File: config.mk
export PLATFORM = sky130hd
export DESIGN_NAME = painterengine_gpu_fill_source
export DESIGN_NICKNAME = d
export VERILOG_FILES = /design/src/rtl/painterengine_gpu_fill_source.sv
export SDC_FILE = /design/constraint.sdc
export NUM_CORES = 1
export LEC_CHECK = 0
export CAP_MARGIN = 40
export CORE_UTILIZATION = 45
export DETAILED_ROUTE_END_ITERATION = 7
export GPL_TIMING_DRIVEN = 0
export PLACE_DENSITY_LB_ADDON = 0.08
export REMOVE_ABC_BUFFERS = 1
export SLEW_MARGIN = 20
export SYNTH_ARGS = -nofsm -noshare
export SYNTH_HDL_FRONTEND = slang
export SYNTH_SLANG_ARGS = --single-unit
File: constraint.sdc
create_clock -name i_wire_clock -period 3.6 [get_ports i_wire_clock]
set_input_delay 0.72 -clock i_wire_clock [delete_from_list [all_inputs] [get_ports i_wire_clock]]
set_output_delay 0.72 -clock i_wire_clock [all_outputs]
set_load 0.02 [all_outputs]
File: src/rtl/painterengine_gpu_fill_source.sv
// Fill-pattern word source for a DMA writer channel: emits a constant or
// incrementing stream of 32-bit words with stall-timeout and zero-length errors.
module painterengine_gpu_fill_source #(
    parameter int unsigned PARAM_TIMEOUT_CYCLES = 65535
) (
    input  logic        i_wire_clock,
    input  logic        i_wire_resetn,
    input  logic        i_wire_start,
    input  logic [31:0] i_wire_length,
    input  logic [31:0] i_wire_color,
    input  logic [31:0] i_wire_step,
    input  logic        i_wire_mode,
    output logic [31:0] o_wire_data,
    output logic        o_wire_data_valid,
    input  logic        i_wire_data_next,
    output logic        o_wire_busy,
    output logic        o_wire_done,
    output logic        o_wire_error,
    output logic [1:0]  o_wire_error_type,
    output logic [1:0]  o_wire_debug_state
);

    typedef enum logic [1:0] {
        ST_IDLE  = 2'd0,
        ST_RUN   = 2'd1,
        ST_DONE  = 2'd2,
        ST_ERROR = 2'd3
    } state_e;

    localparam logic [1:0] ERR_OK    = 2'b00;
    localparam logic [1:0] ERR_ZERO  = 2'b01;
    localparam logic [1:0] ERR_STALL = 2'b10;
    localparam logic [16:0] TIMEOUT_LIMIT = 17'(PARAM_TIMEOUT_CYCLES);

    state_e      state_q, state_d;
    logic [31:0] data_q, data_d;
    logic [31:0] remaining_q, remaining_d;
    logic [15:0] stall_q, stall_d;
    logic [31:0] step_q, step_d;
    logic        mode_q, mode_d;
    logic [1:0]  error_type_q, error_type_d;
    logic [16:0] stall_inc;

    // One extra bit so a limit of 65535 is reachable without wrap.
    assign stall_inc = {1'b0, stall_q} + 17'd1;

    always_ff @(posedge i_wire_clock or negedge i_wire_resetn) begin
        if (!i_wire_resetn) begin
            state_q      <= ST_IDLE;
            data_q       <= '0;
            remaining_q  <= '0;
            stall_q      <= '0;
            step_q       <= '0;
            mode_q       <= 1'b0;
            error_type_q <= ERR_OK;
        end else begin
            state_q      <= state_d;
            data_q       <= data_d;
            remaining_q  <= remaining_d;
            stall_q      <= stall_d;
            step_q       <= step_d;
            mode_q       <= mode_d;
            error_type_q <= error_type_d;
        end
    end

    always_comb begin
        state_d      = state_q;
        data_d       = data_q;
        remaining_d  = remaining_q;
        stall_d      = stall_q;
        step_d       = step_q;
        mode_d       = mode_q;
        error_type_d = error_type_q;
        unique case (state_q)
            ST_IDLE, ST_DONE: begin
                if (i_wire_start) begin
                    if (i_wire_length == 32'd0) begin
                        state_d      = ST_ERROR;
                        error_type_d = ERR_ZERO;
                    end else begin
                        state_d      = ST_RUN;
                        data_d       = i_wire_color;
                        remaining_d  = i_wire_length;
                        step_d       = i_wire_step;
                        mode_d       = i_wire_mode;
                        stall_d      = '0;
                        error_type_d = ERR_OK;
                    end
                end
            end
            ST_RUN: begin
                // A consume in the cycle the limit is reached takes priority.
                if (i_wire_data_next) begin
                    remaining_d = remaining_q - 32'd1;
                    stall_d     = '0;
                    if (mode_q) data_d = data_q + step_q;
                    if (remaining_q == 32'd1) state_d = ST_DONE;
                end else begin
                    stall_d = stall_inc[15:0];
                    if (stall_inc == TIMEOUT_LIMIT) begin
                        state_d      = ST_ERROR;
                        error_type_d = ERR_STALL;
                    end
                end
            end
            ST_ERROR: begin
            end
            default: state_d = ST_IDLE;
        endcase
    end

    assign o_wire_data        = data_q;
    assign o_wire_data_valid  = (state_q == ST_RUN);
    assign o_wire_busy        = (state_q == ST_RUN);
    assign o_wire_done        = (state_q == ST_DONE);
    assign o_wire_error       = (state_q == ST_ERROR);
    assign o_wire_error_type  = error_type_q;
    assign o_wire_debug_state = state_q;

endmodule

# Yosys cells after proc, flatten, opt, wreduce, memory -nomap -nowiden
# Cells that the tools add are included.
# op_classes
add_sub_neg	3
eq_ne	13
mux	24
bitwise_logic	1
reduce_logical	10
# ops
cell	n
32-bit 2-to-1 mux	7
32-bit one-hot mux with 2 select lines	2
16-bit 2-to-1 mux	3
32-bit adder	1
32-bit by 1-bit equality test with 1-bit output (second input constant)	1
32-bit logical NOT	1
16-bit one-hot mux with 2 select lines	1
32-bit by 1-bit subtractor with 32-bit output (second input constant)	1
16-bit by 1-bit adder with 17-bit output (second input constant)	1
17-bit by 16-bit equality test with 1-bit output (second input constant)	1
2-bit 2-to-1 mux	8
4-bit AND reduction	3
2-bit != test (second input constant)	4
2-bit one-hot mux with 2 select lines	2
3-bit by 2-bit != test with 1-bit output (second input constant)	2
3-bit AND reduction	2
5-bit AND reduction	1
2-bit equality test (second input constant)	2
2-bit by 1-bit != test with 1-bit output (second input constant)	2
2-bit by 1-bit equality test with 1-bit output (second input constant)	1
2-bit logical NOT	1
2-bit nonzero test	1
2-bit OR reduction	1
1-bit 2-to-1 mux	1
1-bit NOT	1
# totals
reg_bits	117
input_bits	101
output_inout_bits	40
wordCells	58

# Logic depth before layout (Yosys ltp)
# Gate-level depths: netlist of the first run.
# depth
ltp_word	5
mapped_depth	10
mapped_depth_nobuf	10

# Worst setup path before layout of the first run
# OpenSTA, ideal clock, no wires.
# synth_timing
path_kind	reg-to-reg
start	register remaining_q[11]
end	register remaining_q[31]
setup_ns	0.121
arrival_time_ns	2.752
t_required_ns	3.479
slack_ns	0.727
stages_incl_launch_ff	10
path_buffers	1
period_less_slack_ns	2.873
cell_sequence	dfrtp_1 or4_4 or4_4 or4_4 buf_6 nor4_4 nand2_2 nor2_4 a31oi_1 o22a_1
# synth_between
elab_chain_cells	3
# synth_rtl
item	line	text
from (decl)	37	logic [31:0] remaining_q, remaining_d;
from (signal assigned)	59	remaining_q <= remaining_d;
32-bit by 1-bit subtractor with 32-bit output	95	remaining_d = remaining_q - 32'd1;
32-bit 2-to-1 mux	94	if (i_wire_data_next) begin
32-bit one-hot mux with 2 select lines	75	unique case (state_q)
# No other way between the ends. The select of a mux whose other input is x is not followed.
# A chain may end at the register's enable or synchronous reset.

# Worst setup path after layout of the first run
# layout_timing
start	register state_q[0], in the netlist o_wire_debug_state[0]
end	output o_wire_data_valid
# layout_between
elab_chain_cells	1
# layout_rtl
item	line	text
from (decl)	35	state_e state_q, state_d;
from (signal assigned)	57	state_q <= state_d;
2-bit by 1-bit equality test with 1-bit output	114	assign o_wire_data_valid = (state_q == ST_RUN);
to (decl)	14	output logic o_wire_data_valid,
# No other way between the ends.

==> results.yml, run 1 <==
run_status:
  run_status: "complete, no violations"
yosys:
  synth.distinct_cells: 64
  ys_seq_area_share_pct: 38.5
  netlist_area_um2: 7600
  postSynth.topFlopCell: "dfrtp_1"
  yosysWarningCount: 0
  synth_async_sr_flop_share_pct: 100
  syn_inst: 889
  postSynthAreaPerCell_um2: 8.55
  synth_edf_count: 0
  ys_ff_latch: 117
timing:
  finalSetupViolCount: 0
  tns_ns: 0
  rsz0062_at_grt: "no"
  postLayoutSetupSlackWorst_ns: 0.226
  worstMarginPinSlew_ns: 0.802
  hold-worst-slack_ns: 0.212
  fin_crit_ns: 3.37
  drv_slew: 0
  fin_crit_sh_pct: 93.7
  hold_viol: 0
  fmax_mhz: 296
  fin_skew_ns: 0.00542
  relSlewSlack_pct: 46.3
finish:
  final_nets: 1141
  final_area_um2: 9820
  final_layout_size_suffix_gt1_share_pct: 9.24
  final_cell_mix: "139 x clkdlybuf4s50_1, 117 x dfrtp_1, 95 x o21ai_0, 93 x nand2_1, 85 x nor2_1"
  utilization_pct: 59.4
  syn_to_final_growth_pct: 29.3
  antenna_cells: 0
  final_common_cell: "clkdlybuf4s50_1"
  layout.cells.non_filler: 1237
placement:
  dpl.hpwl_um: 14200
  dp_cells: 1205
  io_buffers: 140
  place_area_um2: 9240
  post-place-ws_ns: -0.432
  gp_congestion: 0.870
floorplan:
  die_area_um2: 17400
  die_w_um: 132
  die_h_um: 132
  core_um2: 16500
  rows: 47
  initial_core_util_pct: 46.0
  io_pins: 141
worst_setup_path:
  arrival_ns: 2.65
  cp_slowest_cell: "clkdlybuf4s50_1"
  cpPeakStageDelay_ns: 0.69
  r2r-start: "o_wire_debug_state[0]"
  path_cells: "nand2_4 > buf_16 > inv_2 > clkdlybuf4s50_1"
  crit_fanout: 65
  criticalPathCategory: "reg -> out"
  crit_start: "o_wire_debug_state[0]"
  cp.required_ns: 2.88
  critPathLaunchType: "register"
  cp-end-kind: "output pin"
global_route:
  antenna_found_initial: 0
  grt_pass1_vias: 6619
  busiest_layer: "met2"
  overflow: 0
  grt_use_total_pct: 24.1
  met2_usage_pct: 38.1
  grt_max_degree: 78
  grt_first_pass_wirelength_um: 33600
  use_met3_pct: 4.96
  met1_usage_pct: 32.8
detailed_routing:
  vias: 7041
  wl_per_cell_um: 16.1
  wirelength_um: 19900
  vias_per_cell: 5.69
  dr.pass1.iters: 7
  drtIter0Drc: 429
  drc: 0
  ant_nets: 0
pwr:
  leakage_nw: 4.09
  peakVddDrop_uv: 374
  power.density_nw_per_um2: 633
  p_total_mw: 6.22
clock_network:
  tritoncts: "built"
  numCtsBuffers: 17
  ctsHtreeMaxLevel: 4
  clock-root-buffer: "clkbuf_16"
  clk_latency_ns: 0.42
  ctsLongestPathBuffers: 2
  path_clk_slew_ns: 0.05
  hold_buffers: 0
  clock_sinks: 117
worst_hold_path:
  hold_path.class: "in -> async"
job:
  drv_cap: 0
worst max-delay path, delay by kind of cell (launching register included):
family                 cells  cell delay [ns]
DFF                        1             0.53
buffers and inverters      3             1.37
and+or+nand+nor            1             0.29
timing repair:
action                                  4_1_cts  5_1_grt
gates resized for setup                       1        1
endpoints found under the setup margin        2        1
gates cloned                                  0        0
setup buffers                                 0        0
final timing paths:
check,end,slack [ns],cells after the start
worst max-delay path,o_wire_data_valid,0.23,4
worst min-delay path,o_wire_data[6],0.21,1
worst max register to register,o_wire_data[28],0.40,9
worst min register to register,remaining_q[17],0.49,2
max in group asynchronous,remaining_q[1],2.67,2
min in group i_wire_clock,remaining_q[17],0.49,2
layer usage:
layer,up-vias,routed length (µm)
met5,-,0
met4,0,421
met3,33,877
met2,171,9170
met1,3302,9450
li1,3535,-
sequential cells by signal, summed over array words and instances (netlist names):
name	count
o_wire_error_type	2
stall_q	16
remaining_q	32
o_wire_data	32
o_wire_debug_state	2
step_q	32
mode_q	1
where the power goes:
group / switching [mW] / total [mW] / internal [mW]
Sequential: 0.273 / 1.87 / 1.60
Combinational: 1.46 / 2.72 / 1.26
Clock: 0.600 / 1.63 / 1.03
Yosys cell counts (4+ instances only):
cell type,n,area [µm²]
inv_1,17,63.8
nand2_1,95,357
nand3b_1,4,30.0
and3_1,12,75.1
a31o_2,4,35.0
and2_1,4,25.0
mux2i_1,4,40.0
o31ai_1,5,37.5
or4_4,4,45.0
a21oi_1,81,405
o21a_1,7,52.6
mux2_2,32,360
a211oi_1,9,67.6
nor2_1,85,319
a21o_1,17,128
o21bai_1,8,60.1
a31oi_1,26,163
o22ai_1,6,37.5
xnor2_1,16,140
dfrtp_1,117,2930
xor2_1,7,61.3
clkbuf_1,41,154
nand4_1,21,131
nor4_1,16,100
a22oi_1,6,45.0
nor3_1,20,100
o211ai_1,11,82.6
clkbuf_8,5,68.8
nand3_1,29,145
o21ai_0,96,480
ha_1,35,438
kinds of logic after synthesis:
family                     Yosys count  synth area share [%]
adders and majority gates           36                  6.03
xor gates and xnor gates            23                  2.65
muxes                               36                  5.27
buffers and inverters               68                  4.27
DFF                                117                  38.5
AOI/OAI and AO/OA                  300                  23.7
and+or+nand+nor                    309                  19.5
cell type report:
cell class	count	area (µm²)
Clock buffer	23	498
Multi-Input combinational cell	704	4410
Sequential cell	117	2930
Fill cell	1494	6700
Tap cell	220	275
Clock inverter	9	75.1
Inverter	17	63.8
Timing Repair Buffer	147	1570
(Power assumes the default switching activity.)
==> inputs of run 2 (changes only) <==
- CTS_CLUSTER_SIZE: default -> 14
- PLACE_DENSITY: default -> 0.67
- PLACE_DENSITY_LB_ADDON: 0.08 -> default
==> results.yml, run 2 (same netlist as run 1, synthesis figures left out) <==
clock_network:
  clock-root-buffer: "clkbuf_16"
  path_clk_slew_ns: 0.05
  clk_latency_ns: 0.42
  ctsLongestPathBuffers: 2
  ctsHtreeMaxLevel: 4
  numCtsBuffers: 17
  clock_sinks: 117
  tritoncts: "built"
timing:
  hold_viol: 0
  finalSetupViolCount: 0
  rsz0062_at_grt: "no"
  tns_ns: 0
  fin_skew_ns: 0.00891
  hold-worst-slack_ns: 0.248
  drv_slew: 0
  relSlewSlack_pct: 41.1
  worstMarginPinSlew_ns: 0.881
  fin_crit_ns: 3.41
  fin_crit_sh_pct: 94.7
  fmax_mhz: 293
finish:
  antenna_cells: 0
  final_cell_mix: "139 x clkdlybuf4s50_1, 117 x dfrtp_1, 95 x o21ai_0, 93 x nand2_1, 85 x nor2_1"
  syn_to_final_growth_pct: 28.9
  final_common_cell: "clkdlybuf4s50_1"
  utilization_pct: 59.3
  final_nets: 1142
  final_layout_size_suffix_gt1_share_pct: 8.75
  nFillCells: 1458
floorplan:
  rows: 47
  core_um2: 16500
  io_pins: 141
  die_h_um: 132
  die_w_um: 132
  die_area_um2: 17400
  initial_core_util_pct: 46.0
detailed_routing:
  vias: 7128
  vias_per_cell: 5.76
  wirelength_um: 20300
  ant_nets: 0
  drc: 0
  drtIter0Drc: 438
  dr.pass1.iters: 5
  wl_per_cell_um: 16.4
placement:
  gp_congestion: 0.866
  dpl.hpwl_um: 14400
  io_buffers: 140
global_route:
  grt_pass1_vias: 6558
  grt_first_pass_wirelength_um: 33200
  grt_max_degree: 70
  grt_use_total_pct: 23.9
  overflow: 0
  antenna_found_initial: 0
worst_setup_path:
  cp.required_ns: 2.88
  cp-end-kind: "output pin"
  arrival_ns: 2.69
  critPathLaunchType: "register"
  crit_fanout: 69
  criticalPathCategory: "reg -> out"
run_status:
  run_status: "complete, no violations"
pwr:
  leakage_nw: 4.08
  peakVddDrop_uv: 394
  p_total_mw: 6.18
  power.density_nw_per_um2: 631
job:
  drv_cap: 0
worst_hold_path:
  hold_path.class: "in -> async"
==> run 2: repair_timing <==
item / 4_1_cts / 5_1_grt
resized for setup: 1 / 1
pin swaps: 0 / 1
buffers inserted: 0 / 1
setup endpoints to repair: 6 / 3
hold buffers: 0 / 0
==> run 2: final timing paths <==
check                                            from              end  slack [ns]  cells past startpoint
min in group i_wire_clock                 stall_q[15]      stall_q[15]        0.49                      1
worst max register to register  o_wire_debug_state[0]  o_wire_data[28]        0.46                      8
worst min register to register            stall_q[15]      stall_q[15]        0.49                      1
max in group asynchronous               i_wire_resetn      stall_q[13]        2.65                      2
worst min-delay path                    i_wire_resetn   o_wire_data[6]        0.25                      1
worst max-delay path            o_wire_debug_state[0]      o_wire_busy        0.19                      4
==> run 2: critical path, cell delays in order, from the launching register on <==
cell and delay (ns):
dfrtp_1 0.53, nand2_4 0.29, buf_16 0.31, inv_6 0.41, clkdlybuf4s50_1 0.70
==> run 2: layout make-up <==
type,count,area (µm²),area share (%)
clock inverter,4,45.0,0.460
timing repair buffer,148,1570,16.0
sequential,117,2930,29.9
clock buffer,27,503,5.13
inverter,17,68.8,0.703
tap,220,275,2.81
multi-input combinational,704,4410,45.0
==> run 2: per-stage QoR <==
stage / instances / area [µm²] / worst slack [ns]
after detailed placement: 1205 / 9230 / -0.614
after global placement: 1198 / 9010 / -5.97
final: 1237 / 9800 / 0.192
after floorplan: 838 / 7340 / -2.09
after CTS: 1236 / 9790 / 0.0156
after global routing: 1237 / 9800 / 0.0258
==> run 2: where the power goes <==
part / switching [mW] / internal (mW)
Sequential: 0.278 / 1.60
Clock: 0.571 / 1.01
Combinational: 1.46 / 1.26
==> run 2: per-layer routing <==
layer,vias up,global-route usage (%),wire [µm]
li1,3519,-,-
met1,3394,33.4,9560
met2,203,38.0,9660
met3,12,4.65,950
met4,0,5.75,165
met5,-,0,0
==> inputs of run 3 (changes only) <==
--- a/config.mk
+++ b/config.mk
@@ -8,3 +8,3 @@
 export CAP_MARGIN = 40
-export CORE_UTILIZATION = 45
+export CORE_UTILIZATION = 50
 export CTS_CLUSTER_SIZE = 14
@@ -12,5 +12,5 @@
 export GPL_TIMING_DRIVEN = 0
-export PLACE_DENSITY = 0.67
+export PLACE_DENSITY = 0.74
 export REMOVE_ABC_BUFFERS = 1
-export SLEW_MARGIN = 20
+export SLEW_MARGIN = 30
 export SYNTH_ARGS = -nofsm -noshare
--- a/constraint.sdc
+++ b/constraint.sdc
@@ -3,2 +3,2 @@
 set_output_delay 0.72 -clock i_wire_clock [all_outputs]
-set_load 0.02 [all_outputs]
+set_load 0.01 [all_outputs]
==> results.yml, run 3 (same netlist as run 1, synthesis figures left out) <==
run_status:
  run_status: "complete, but fails checks"
  violations: "DRC"
clock_network:
  ctsLongestPathBuffers: 2
  clock_sinks: 117
  clock-root-buffer: "clkbuf_16"
  tritoncts: "built"
  path_clk_slew_ns: 0.05
  clk_latency_ns: 0.41
  ctsHtreeMaxLevel: 4
  numCtsBuffers: 17
pwr:
  internal_power_mw: 3.94
  peakVddDrop_uv: 375
  swShare_pct: 35.6
  seqPwrFrac_pct: 30.6
  leakage_nw: 4.11
  power.density_nw_per_um2: 625
  p_comb_share_pct: 42.5
  clkPwrFrac_pct: 26.9
  power_switching_mw: 2.18
placement:
  io_buffers: 140
  dpl.hpwl_um: 14400
  dp_cells: 1170
  gp_congestion: 0.899
global_route:
  met1_usage_pct: 36.6
  grt_max_degree: 77
  use_met3_pct: 5.52
  busiest_layer: "met2"
  overflow: 0
  grt_use_total_pct: 27.1
  grt_pass1_vias: 6777
  grt_first_pass_wirelength_um: 34200
  met2_usage_pct: 43.7
  antenna_found_initial: 0
detailed_routing:
  vias: 7181
  drc: 12
  wirelength_um: 20300
  vias_per_cell: 5.96
  ant_nets: 0
  drtIter0Drc: 549
  dr.pass1.iters: 7
  wl_per_cell_um: 16.9
worst_setup_path:
  arrival_ns: 2.66
  crit_fanout: 58
  cp.required_ns: 2.88
  cp-end-kind: "output pin"
  critPathLaunchType: "register"
  criticalPathCategory: "reg -> out"
timing:
  drv_slew: 0
  tns_ns: 0
  finalSetupViolCount: 0
  hold_viol: 0
  fin_crit_ns: 3.38
  rsz0062_at_grt: "no"
  worstMarginPinSlew_ns: 0.847
  fmax_mhz: 296
  fin_skew_ns: 0.00660
  relSlewSlack_pct: 43.3
  fin_crit_sh_pct: 94.0
job:
  drv_cap: 0
finish:
  antenna_cells: 0
  final_nets: 1144
  layout.cells.non_filler: 1204
  final_layout_size_suffix_gt1_share_pct: 8.92
  final_common_cell: "clkdlybuf4s50_1"
  syn_to_final_growth_pct: 29.2
  final_cell_mix: "139 x clkdlybuf4s50_1, 117 x dfrtp_1, 95 x o21ai_0, 93 x nand2_1, 85 x nor2_1"
floorplan:
  core_um2: 14700
  io_pins: 141
  rows: 44
  die_h_um: 125
  die_w_um: 125
  die_area_um2: 15700
  initial_core_util_pct: 51.7
worst_hold_path:
  hold_path.class: "in -> async"
run 3: cell count changes in the layout (fill, tap and decap cells not counted), sizes merged:
cell and change:
buf +1, clkbuf +4, clkinv -2
run 3: area by class of cell:
cell class                 count  area (µm²)
fill                        1198        4890
multi-input combinational    704        4400
sequential                   117        2930
timing repair buffer         150        1610
clock buffer                  30         544
tap                          184         230
inverter                      17        68.8
clock inverter                 2        35.0
run 3: path summary, 6_finish.rpt:
kind                       cells after the start                   from           endpoint  slack (ns)
max                                            4  o_wire_debug_state[0]  o_wire_data_valid        0.22
max in group asynchronous                      2          i_wire_resetn        stall_q[12]        2.73
min                                            1          i_wire_resetn     o_wire_data[8]        0.18
min reg2reg                                    1             stall_q[9]         stall_q[9]        0.48
max reg2reg                                    8  o_wire_debug_state[0]    o_wire_data[28]        0.42
min in group i_wire_clock                      1             stall_q[9]         stall_q[9]        0.48
run 3: power by group through the flow:
stage / Combinational [mW] / Clock [mW] / Sequential [mW]
floorplan: 1.65 / 0 / 1.90
global placement: 2.51 / 0 / 1.88
detailed placement: 2.57 / 0 / 1.89
CTS: 2.59 / 1.68 / 1.87
global route: 2.90 / 1.75 / 1.92
finish: 2.60 / 1.65 / 1.87
run 3: through the flow:
stage,area (µm²),utilization [%],power (mW),setup slack (ns),hold WS (ns)
after global routing,9810,66.8,6.57,0.0744,0.192
after global placement,8970,61.0,4.39,-5.89,0.472
after floorplan,7340,-,3.56,-1.90,0.424
final,9810,66.8,6.13,0.217,0.180
after detailed placement,9200,62.6,4.45,-0.402,0.477
after CTS,9780,66.5,6.13,0.00135,0.186
run 3: metal layers:
layer	share of wire, %	routed length [µm]	up-vias
li1	-	-	3532
met1	46	9320	3378
met2	47	9640	249
met3	5.0	1020	22
met4	1.6	315	0
met5	0	0	-
run 3: worst max-delay path, stage by stage (launching register included):
cell	delay, ns
dfrtp_1	0.52
nand2_4	0.37
buf_12	0.32
inv_6	0.38
clkdlybuf4s50_1	0.62
run 3: what timing repair did:
| action | 4_1_cts | 5_1_grt |
|---|---|---|
| setup buffers | 0 | 0 |
| setup endpoints to repair | 0 | 2 |
| gates resized for setup | 0 | 1 |
| hold buffers | 0 | 0 |
